### src/rtl/sdft_pkg.sv
// Shared definitions for the sliding-DFT sequencer.
// Holds the sequencer FSM state encoding and the default geometry constants
// (bins per line, samples per line readout, bin read latency).
package sdft_pkg;

  localparam int LIMIT_BINS_DEF = 32;
  localparam int LINE_DECIM_DEF = 8;
  localparam int READ_LAT_DEF   = 2;

  typedef enum logic [2:0] {
    IDLE,
    START,
    GUARD,
    CALC,
    RD_ISSUE,
    RD_STREAM,
    RD_DRAIN,
    RD_GUARD
  } sdft_state_e;

endpackage

### src/rtl/sdft_read_pipe.sv
// Read-latency delay line for the sequencer's bin readout.
// Tags every streamed bin address with a valid bit and carries both for
// READ_LAT cycles so they line up with the sdft core's registered bin output.
//   clk, reset  : clock, synchronous active-high reset (clears all stages)
//   tag_vld_i   : address presented this cycle belongs to the line stream
//   tag_idx_i   : bin index presented this cycle
//   vld_o/idx_o : tag delayed by READ_LAT cycles
module sdft_read_pipe #(
  parameter int READ_LAT   = 2,
  parameter int BIN_ADDR_W = 5
) (
  input  logic                  clk,
  input  logic                  reset,
  input  logic                  tag_vld_i,
  input  logic [BIN_ADDR_W-1:0] tag_idx_i,
  output logic                  vld_o,
  output logic [BIN_ADDR_W-1:0] idx_o
);

  logic [READ_LAT-1:0]                 vld_q;
  logic [READ_LAT-1:0][BIN_ADDR_W-1:0] idx_q;

  always_ff @(posedge clk) begin
    if (reset) begin
      vld_q <= '0;
      idx_q <= '0;
    end else begin
      vld_q[0] <= tag_vld_i;
      idx_q[0] <= tag_idx_i;
      for (int i = 1; i < READ_LAT; i++) begin
        vld_q[i] <= vld_q[i-1];
        idx_q[i] <= idx_q[i-1];
      end
    end
  end

  assign vld_o = vld_q[READ_LAT-1];
  assign idx_o = idx_q[READ_LAT-1];

endmodule

### src/rtl/sdft_sequencer.sv
// Sliding-DFT sequencer.
// Feeds ADC samples one at a time into an external sdft core (start/ready
// handshake), and after every LINE_DECIM processed samples streams all
// LIMIT_BINS bin magnitudes out as one spectral line.
//   clk, reset                 : single clock, synchronous active-high reset
//   adc_valid/adc_sample       : one-cycle sample strobe and data
//   sdft_sample/sdft_start     : sample and one-cycle start to the core
//   sdft_read/sdft_bin_addr    : bin read strobe and address to the core
//   sdft_ready/sdft_bin_out    : core idle flag and bin magnitude (READ_LAT late)
//   line_valid/index/mag/done  : streamed spectral line, done on last bin
//   overflow                   : sticky flag, a sample was dropped
module sdft_sequencer
  import sdft_pkg::*;
#(
  parameter int  DATA_W     = 8,
  parameter int  FREQ_W     = 16,
  parameter int  LIMIT_BINS = LIMIT_BINS_DEF,
  parameter int  LINE_DECIM = LINE_DECIM_DEF,
  parameter int  READ_LAT   = READ_LAT_DEF,
  localparam int BIN_ADDR_W = $clog2(LIMIT_BINS),
  localparam int DEC_W      = $clog2(LINE_DECIM + 1)
) (
  input  logic                  clk,
  input  logic                  reset,
  input  logic                  adc_valid,
  input  logic [DATA_W-1:0]     adc_sample,
  output logic [DATA_W-1:0]     sdft_sample,
  output logic                  sdft_start,
  output logic                  sdft_read,
  output logic [BIN_ADDR_W-1:0] sdft_bin_addr,
  input  logic                  sdft_ready,
  input  logic [FREQ_W-1:0]     sdft_bin_out,
  output logic                  line_valid,
  output logic [BIN_ADDR_W-1:0] line_index,
  output logic [FREQ_W-1:0]     line_mag,
  output logic                  line_done,
  output logic                  overflow
);

  localparam int DRN_W = $clog2(READ_LAT + 1);
  localparam logic [BIN_ADDR_W-1:0] LAST_ADDR = BIN_ADDR_W'(LIMIT_BINS - 1);
  localparam logic [DEC_W-1:0]      DEC_LAST  = DEC_W'(LINE_DECIM - 1);
  localparam logic [DRN_W-1:0]      DRN_LAST  = DRN_W'(READ_LAT - 1);

  sdft_state_e state_q, state_d;

  logic                  pend_q;
  logic [DATA_W-1:0]     pend_smp_q;
  logic [DATA_W-1:0]     smp_q;
  logic                  ovf_q;
  logic                  line_req_q;
  logic [DEC_W-1:0]      dec_q;
  logic [BIN_ADDR_W-1:0] addr_q;
  logic [DRN_W-1:0]      drn_q;
  logic                  start_c, read_c;
  logic                  pipe_vld;
  logic [BIN_ADDR_W-1:0] pipe_idx;

  // A strobe arriving in IDLE can launch straight away; it lands in the
  // pending register and START consumes it on the following cycle.
  logic smp_avail;
  assign smp_avail = pend_q | adc_valid;

  always_comb begin
    state_d = state_q;
    start_c = 1'b0;
    read_c  = 1'b0;
    case (state_q)
      IDLE: begin
        if (smp_avail && sdft_ready)       state_d = START;
        else if (line_req_q && sdft_ready) state_d = RD_ISSUE;
      end
      START: begin
        start_c = 1'b1;
        state_d = GUARD;
      end
      // Core may not drop ready until a cycle after start; skip one cycle.
      GUARD: state_d = CALC;
      CALC: if (sdft_ready) state_d = IDLE;
      RD_ISSUE: begin
        read_c  = 1'b1;
        state_d = RD_STREAM;
      end
      RD_STREAM: begin
        read_c = 1'b1;
        if (addr_q == LAST_ADDR) state_d = RD_DRAIN;
      end
      RD_DRAIN: begin
        read_c = 1'b1;
        if (drn_q == DRN_LAST) state_d = RD_GUARD;
      end
      RD_GUARD: state_d = IDLE;
      default:  state_d = IDLE;
    endcase
  end

  always_ff @(posedge clk) begin
    if (reset) begin
      state_q    <= IDLE;
      pend_q     <= 1'b0;
      pend_smp_q <= '0;
      smp_q      <= '0;
      ovf_q      <= 1'b0;
      line_req_q <= 1'b0;
      dec_q      <= '0;
      addr_q     <= '0;
      drn_q      <= '0;
    end else begin
      state_q <= state_d;

      // START frees the pending slot this cycle, so a strobe coinciding
      // with it reloads the slot instead of counting as a drop.
      if (adc_valid) begin
        if (pend_q && state_q != START) begin
          ovf_q <= 1'b1;
        end else begin
          pend_q     <= 1'b1;
          pend_smp_q <= adc_sample;
        end
      end else if (state_q == START) begin
        pend_q <= 1'b0;
      end

      if (state_q == IDLE && state_d == START)
        smp_q <= pend_q ? pend_smp_q : adc_sample;

      // Only completed calculations count, so dropped samples never do.
      if (state_q == CALC && sdft_ready) begin
        if (dec_q == DEC_LAST) begin
          dec_q      <= '0;
          line_req_q <= 1'b1;
        end else begin
          dec_q <= dec_q + 1'b1;
        end
      end

      case (state_q)
        RD_ISSUE: begin
          line_req_q <= 1'b0;
          addr_q     <= '0;
        end
        RD_STREAM: if (addr_q != LAST_ADDR) addr_q <= addr_q + 1'b1;
        RD_DRAIN: begin
          if (drn_q == DRN_LAST) begin
            drn_q  <= '0;
            addr_q <= '0;
          end else begin
            drn_q <= drn_q + 1'b1;
          end
        end
        default: ;
      endcase
    end
  end

  sdft_read_pipe #(
    .READ_LAT  (READ_LAT),
    .BIN_ADDR_W(BIN_ADDR_W)
  ) u_read_pipe (
    .clk      (clk),
    .reset    (reset),
    .tag_vld_i(state_q == RD_STREAM),
    .tag_idx_i(addr_q),
    .vld_o    (pipe_vld),
    .idx_o    (pipe_idx)
  );

  assign sdft_sample   = smp_q;
  assign sdft_start    = start_c;
  assign sdft_read     = read_c;
  assign sdft_bin_addr = addr_q;
  assign overflow      = ovf_q;

  // Gate the core's bus so the line outputs read zero between lines.
  assign line_valid = pipe_vld;
  assign line_index = pipe_vld ? pipe_idx : '0;
  assign line_mag   = pipe_vld ? sdft_bin_out : '0;
  assign line_done  = pipe_vld && (pipe_idx == LAST_ADDR);

endmodule

### config.mk
export PLATFORM = sky130hd
export DESIGN_NAME = sdft_sequencer
export DESIGN_NICKNAME = d
export VERILOG_FILES = /design/src/rtl/sdft_pkg.sv /design/src/rtl/sdft_read_pipe.sv /design/src/rtl/sdft_sequencer.sv
export SDC_FILE = /design/constraint.sdc
export NUM_CORES = 1
export LEC_CHECK = 0
export CORE_MARGIN = 3
export CORE_UTILIZATION = 35
export CTS_CLUSTER_SIZE = 25
export DETAILED_ROUTE_END_ITERATION = 12
export GPL_TIMING_DRIVEN = 0
export PLACE_DENSITY = 0.73
export REMOVE_ABC_BUFFERS = 1
export SETUP_SLACK_MARGIN = 0.2
export SLEW_MARGIN = 20
export SYNTH_ARGS = -nofsm -noshare
export SYNTH_HDL_FRONTEND = slang
export SYNTH_HIERARCHICAL = 1
export SYNTH_SLANG_ARGS = --single-unit
### constraint.sdc
create_clock -name clk -period 5.2 [get_ports clk]
set_input_delay 0.78 -clock clk [delete_from_list [all_inputs] [get_ports clk]]
set_output_delay 0.78 -clock clk [all_outputs]
set_load 0.01 [all_outputs]
* Word level (Yosys, flattened, before mapping)
Cells that the tools add are included. Widths: inputs -> output; s select.
Word-level totals: register bits 45, input port bits 28, output and inout port bits 39, logic and storage cells 69
Operators by class: add/subtract/negate cells 3, eq/ne operators 17, muxes and demuxes 19, bitwise logic cells 2, reduce and logical (&&, ||, !) cells 16
Operator list (number):
- $pmux 3 s8 | 1
- $mux 16 | 1
- $mux 3 | 5
- $mux 5 | 3
- $pmux 5 s3 | 1
- $eq 3x3->1 const B | 4
- $eq 5x5->1 const B | 2
- $mux 8 | 1
- $reduce_and 2->1 | 4
- $eq 3x1->1 const B | 2
- $eq 3x2->1 const B | 2
- $logic_and 1x1->1 | 6
- $ne 2x2->1 const B | 3
- $add 5x1->5 const B | 1
- $mux 1 | 5
- $ne 5x5->1 const B | 1
- $add 4x1->4 const B | 1
- $eq 4x3->1 const B | 1
- $mux 4 | 1
- $logic_not 3->1 | 1
- $ne 3x1->1 const B | 1
- $reduce_and 3->1 | 1
- $reduce_bool 3->1 | 1
- $reduce_or 3->1 | 1
- other kinds (7) | 7

* Longest topological paths before layout
depth in word-level cells 6, mapped depth 7, gate-level depth less buffers 7

* Hierarchy
The synthesis kept the hierarchy.
By module, submodules not included:
- sdft_sequencer | times used 1, cells each 182, area an instance 1622.8 um2, seq. area each 660.6 um2
- sdft_read_pipe | times used 1, cells each 30, area an instance 404.1 um2, seq. area each 240.2 um2

* Worst setup path after synthesis
OpenSTA, ideal clock, no wires.
path kind reg2reg, start point reg addr_q[0], in the netlist sdft_bin_addr[0], end point reg addr_q[1], in the netlist sdft_bin_addr[1], setup time 0.116 ns, arrival 1.636 ns, required time 5.084 ns, slack 3.447 ns, cell stages (with the launch flop) 8, path buffers 0, period minus slack after synthesis 1.753 ns, cells stage by stage dfxtp_1 -> ha_1 -> and3_1 -> ha_1 -> a21oi_1 -> o21ai_0 -> mux2i_1 -> nor2_1
Between the ends: word-level cells in the longest chain between the ends 3, elaborated cells on any way between the ends 6, those cells by class 1 x add/sub; 2 x eq/ne; 2 x mux; 1 x reduce/logical
Ends and longest elaborated chain:
- start: declaration | line sdft_sequencer.sv:53 | logic [BIN_ADDR_W-1:0] addr_q;
- start signal: assignment | line sdft_sequencer.sv:142 | RD_STREAM: if (addr_q != LAST_ADDR) addr_q <= addr_q + 1'b1;
- $add 5x1->5 / $ne 5x5->1 (equally long branches) | line sdft_sequencer.sv:142
- $mux 5 / $ne 2x2->1 (equally long branches)
- $pmux 5 s3 / $reduce_and 3->1 (equally long branches)
Several ways; a longest one is shown, not always the timed one. The select of a mux whose other input is x is not followed. A chain may end at the register's enable or synchronous reset.

* Final worst setup path
start point in sdft_bin_out[2], end point out line_mag[2]
Between the ends: word-level cells in the longest chain between the ends 1
Ends and longest elaborated chain:
- start: declaration | line sdft_sequencer.sv:32 | input logic [FREQ_W-1:0] sdft_bin_out,
- $mux 16 | line sdft_sequencer.sv:177 | assign line_mag = pipe_vld ? sdft_bin_out : '0;
- end: declaration | line sdft_sequencer.sv:35 | output logic [FREQ_W-1:0] line_mag,
No other way between the ends.

==> impl_metrics.py <==
metrics = {
    "floorplan": {
        "io_pins": 67,
        "die-width_um": 82.10,
        "core-area_sq_um": 5540,
        "dieArea_sq_um": 6740,
        "start_util_pct": 36.59,
        "rows": 27,
        "die_y_um": 82.10,
    },
    "route": {
        "wl_per_cell_um": 11.85,
        "firstDrtPassIters": 4,
        "drc": 0,
        "via_per_inst": 4.749,
        "drtIter0Drc": 52,
        "drt_wl_total_mm": 4.066,
        "antenna_left": 0,
        "dr_total_vias": 1629,
    },
    "clock_tree": {
        "cts_hold_buf": 0,
        "cts_root_buf": "clkbuf_8",
        "htreeDepth": 2,
        "cts_tree": "yes",
        "cts_setup_buffers": 0,
        "clk_latency_ps": 300,
        "cts.sinks": 45,
        "cts.repair.resized": 0,
        "clk_path_buf_depth": 2,
        "clkTransAtPathRegs_ps": 90,
        "cts-buffers-inserted": 5,
    },
    "power_and_ir_drop": {
        "seq_power_share_pct": 54.0,
        "p_leak_nw": 1.088,
        "p_int_uw": 511.0,
        "p_sw_share_pct": 26.60,
        "p_clk_share_pct": 31.9,
        "ir_drop_uv": 179.3,
        "p_switching_uw": 185.2,
        "comb_power_share_pct": 14.0,
        "p_per_area_nw_per_um2": 250.0,
    },
    "worst_setup_path": {
        "cp.arrival_ps": 1900,
        "critPathMaxStageDelay_ps": 530,
        "end_kind": "output pin",
        "critPathRequiredTime_ps": 4420,
        "path_common_cell": "clkdlybuf4s50_1",
        "crit_fanout": 1,
        "crit_type": "primary input to output pin",
        "cp_cell_sequence": "clkdlybuf4s50_1 -> and2_1 -> clkdlybuf4s50_1",
        "cp_slowest_cell": "clkdlybuf4s50_1",
        "startpoint_type": "primary input",
    },
    "grt": {
        "grt_pass1_vias": 1521,
        "gr-total-overflow": 0,
        "grt_usage_pct": 12.83,
        "grt_pass1_wl_mm": 6.782,
        "antenna_found_initial": 0,
        "grt_max_degree": 31,
    },
    "logic_synthesis": {
        "synth.avg_cell_area_sq_um": 9.561,
        "synth-seq-area-share_pct": 44.44,
        "ys_seq_elements": 45,
        "synth-edff-count": 0,
        "yosysMostFrequentCell": "dfxtp_1",
        "async_flop_share_pct": 0,
        "synth_warnings": 6,
        "netlist_instances": 212,
        "synth_cell_type_count": 38,
        "synth_top_area_cell": "dfxtp_1",
        "ys.flop_type": "dfxtp_1",
        "yosys-top-cells-count": "dfxtp_1, nor2_1, and2_1, mux2i_1",
        "syn_area_sq_um": 2027,
        "yosysTopAreaCellShare_pct": 44.44,
        "synth_area_leaders": "dfxtp_1, mux2i_1, and2_1",
    },
    "sta": {
        "fin_crit_sh_pct": 51.45,
        "worstMarginPinSlew_ps": 830.6,
        "holdWs_ps": 429.4,
        "fin_tns_setup_ps": 0,
        "hold_violations": 0,
        "clock_skew_ps": 8.229,
        "slew-limit-headroom_pct": 44.21,
        "grt_setup_unrepaired": "false",
        "finalSetupViolations": 0,
        "min_period_ps": 2676,
        "finalMaxSlewViolations": 0,
        "clock.fmax_mhz": 373.8,
    },
    "final_layout": {
        "area_growth_pct": 37.41,
        "num_antenna_cells": 0,
        "drive_gt1_share_pct": 10.33,
        "finalNetCount": 301,
    },
    "placed_design": {
        "gp_congestion": 0.7116,
        "portBuffers": 66,
        "dp_hpwl_mm": 2.971,
    },
    "outcome": {
        "run_status": "completed",
    },
    "hold_path": {
        "worstHoldPathType": "flop to flop",
    },
    "job": {
        "maxCapViolations": 0,
    },
}
-- worst paths after layout --
check                            start                    to  slack, ps  cells after the start
hold reg to reg   u_read_pipe/vld_q[0]  u_read_pipe/vld_q[1]        430                      1
setup reg to reg                pend_q        sdft_sample[2]       3210                      4
setup / recovery       sdft_bin_out[2]           line_mag[2]       2520                      3
hold / removal    u_read_pipe/vld_q[0]  u_read_pipe/vld_q[1]        430                      1
-- placed cells by master (no fill, tap or decap), types with 3 or more instances in the layout --
cell	synthesis	routed
ha_1	3	3
o21ai_0	5	5
nor3_1	3	3
dfxtp_1	45	45
nor2_1	32	32
and2_1	20	20
a211oi_1	9	9
inv_1	6	6
xor2_1	4	4
clkbuf_8	0	5
clkdlybuf4s50_1	0	65
and3_1	3	3
nor2b_2	8	8
mux2i_1	19	19
nand2_1	5	5
a21oi_1	9	9
-- final cells by class --
cell class                 instances  area, sq um
tap                               72        90.09
multi-input combinational        145         1002
clock inverter                     3        25.02
inverter                           6        22.52
timing repair buffer              67        675.6
clock buffer                       5        68.82
fill                             536         2755
sequential                        45        900.9
-- metrics by stage --
step / worst slack (ps) / cell area [sq um] / total power [mW] / instances / util (%)
after floorplan: 3433 / 1926 / 0.4270 / 196 / -
after global placement: 2278 / 2676 / 0.4787 / 334 / 48.31
after detailed placement: 2509 / 2691 / 0.4826 / 335 / 48.58
after CTS: 2513 / 2785 / 0.7077 / 343 / 50.27
after global routing: 2445 / 2785 / 0.7314 / 343 / 50.27
final: 2524 / 2785 / 0.6962 / 343 / 50.27
-- routing by layer --
metal / global-route usage (%) / part of all wire, % / up-vias
met5: 0 / 0 / -
met2: 22.62 / 44 / 62
li1: - / - / 829
met3: 5.098 / 11 / 5
met4: 4.485 / 1.5 / 0
met1: 13.89 / 43 / 733
-- flip-flops by register name, summed over array words and instances (netlist names) --
register	count
pend_smp_q	8
state_q	3
u_read_pipe/idx_o	5
drn_q	2
overflow	1
u_read_pipe/idx_q	5
sdft_sample	8
line_req_q	1
dec_q	4
sdft_bin_addr	5
pend_q	1
u_read_pipe/vld_q	2
-- logic make-up after synthesis --
family,synth area share (%)
compound gates,10.74
simple gates,25.31
mux,9.383
flops,44.44
buf+inv,6.111
fa+ha+maj,1.852
xor+xnor,2.160
-- power by group through the flow --
| stage | Clock, mW | Combinational [mW] | Sequential [mW] |
|---|---|---|---|
| after floorplan | 0 | 0.0435 | 0.383 |
| after global placement | 0 | 0.0953 | 0.383 |
| after global routing | 0.244 | 0.108 | 0.379 |
| final | 0.222 | 0.0976 | 0.376 |
| after detailed placement | 0 | 0.0987 | 0.384 |
| after CTS | 0.232 | 0.0992 | 0.376 |
-- worst max-delay path: cells and delay by family --
kind,cells,cell delay [ps]
buffers and inverters,2,990
AND/OR/NAND/NOR,1,120
Note: power is estimated with default switching activity, not from simulation.
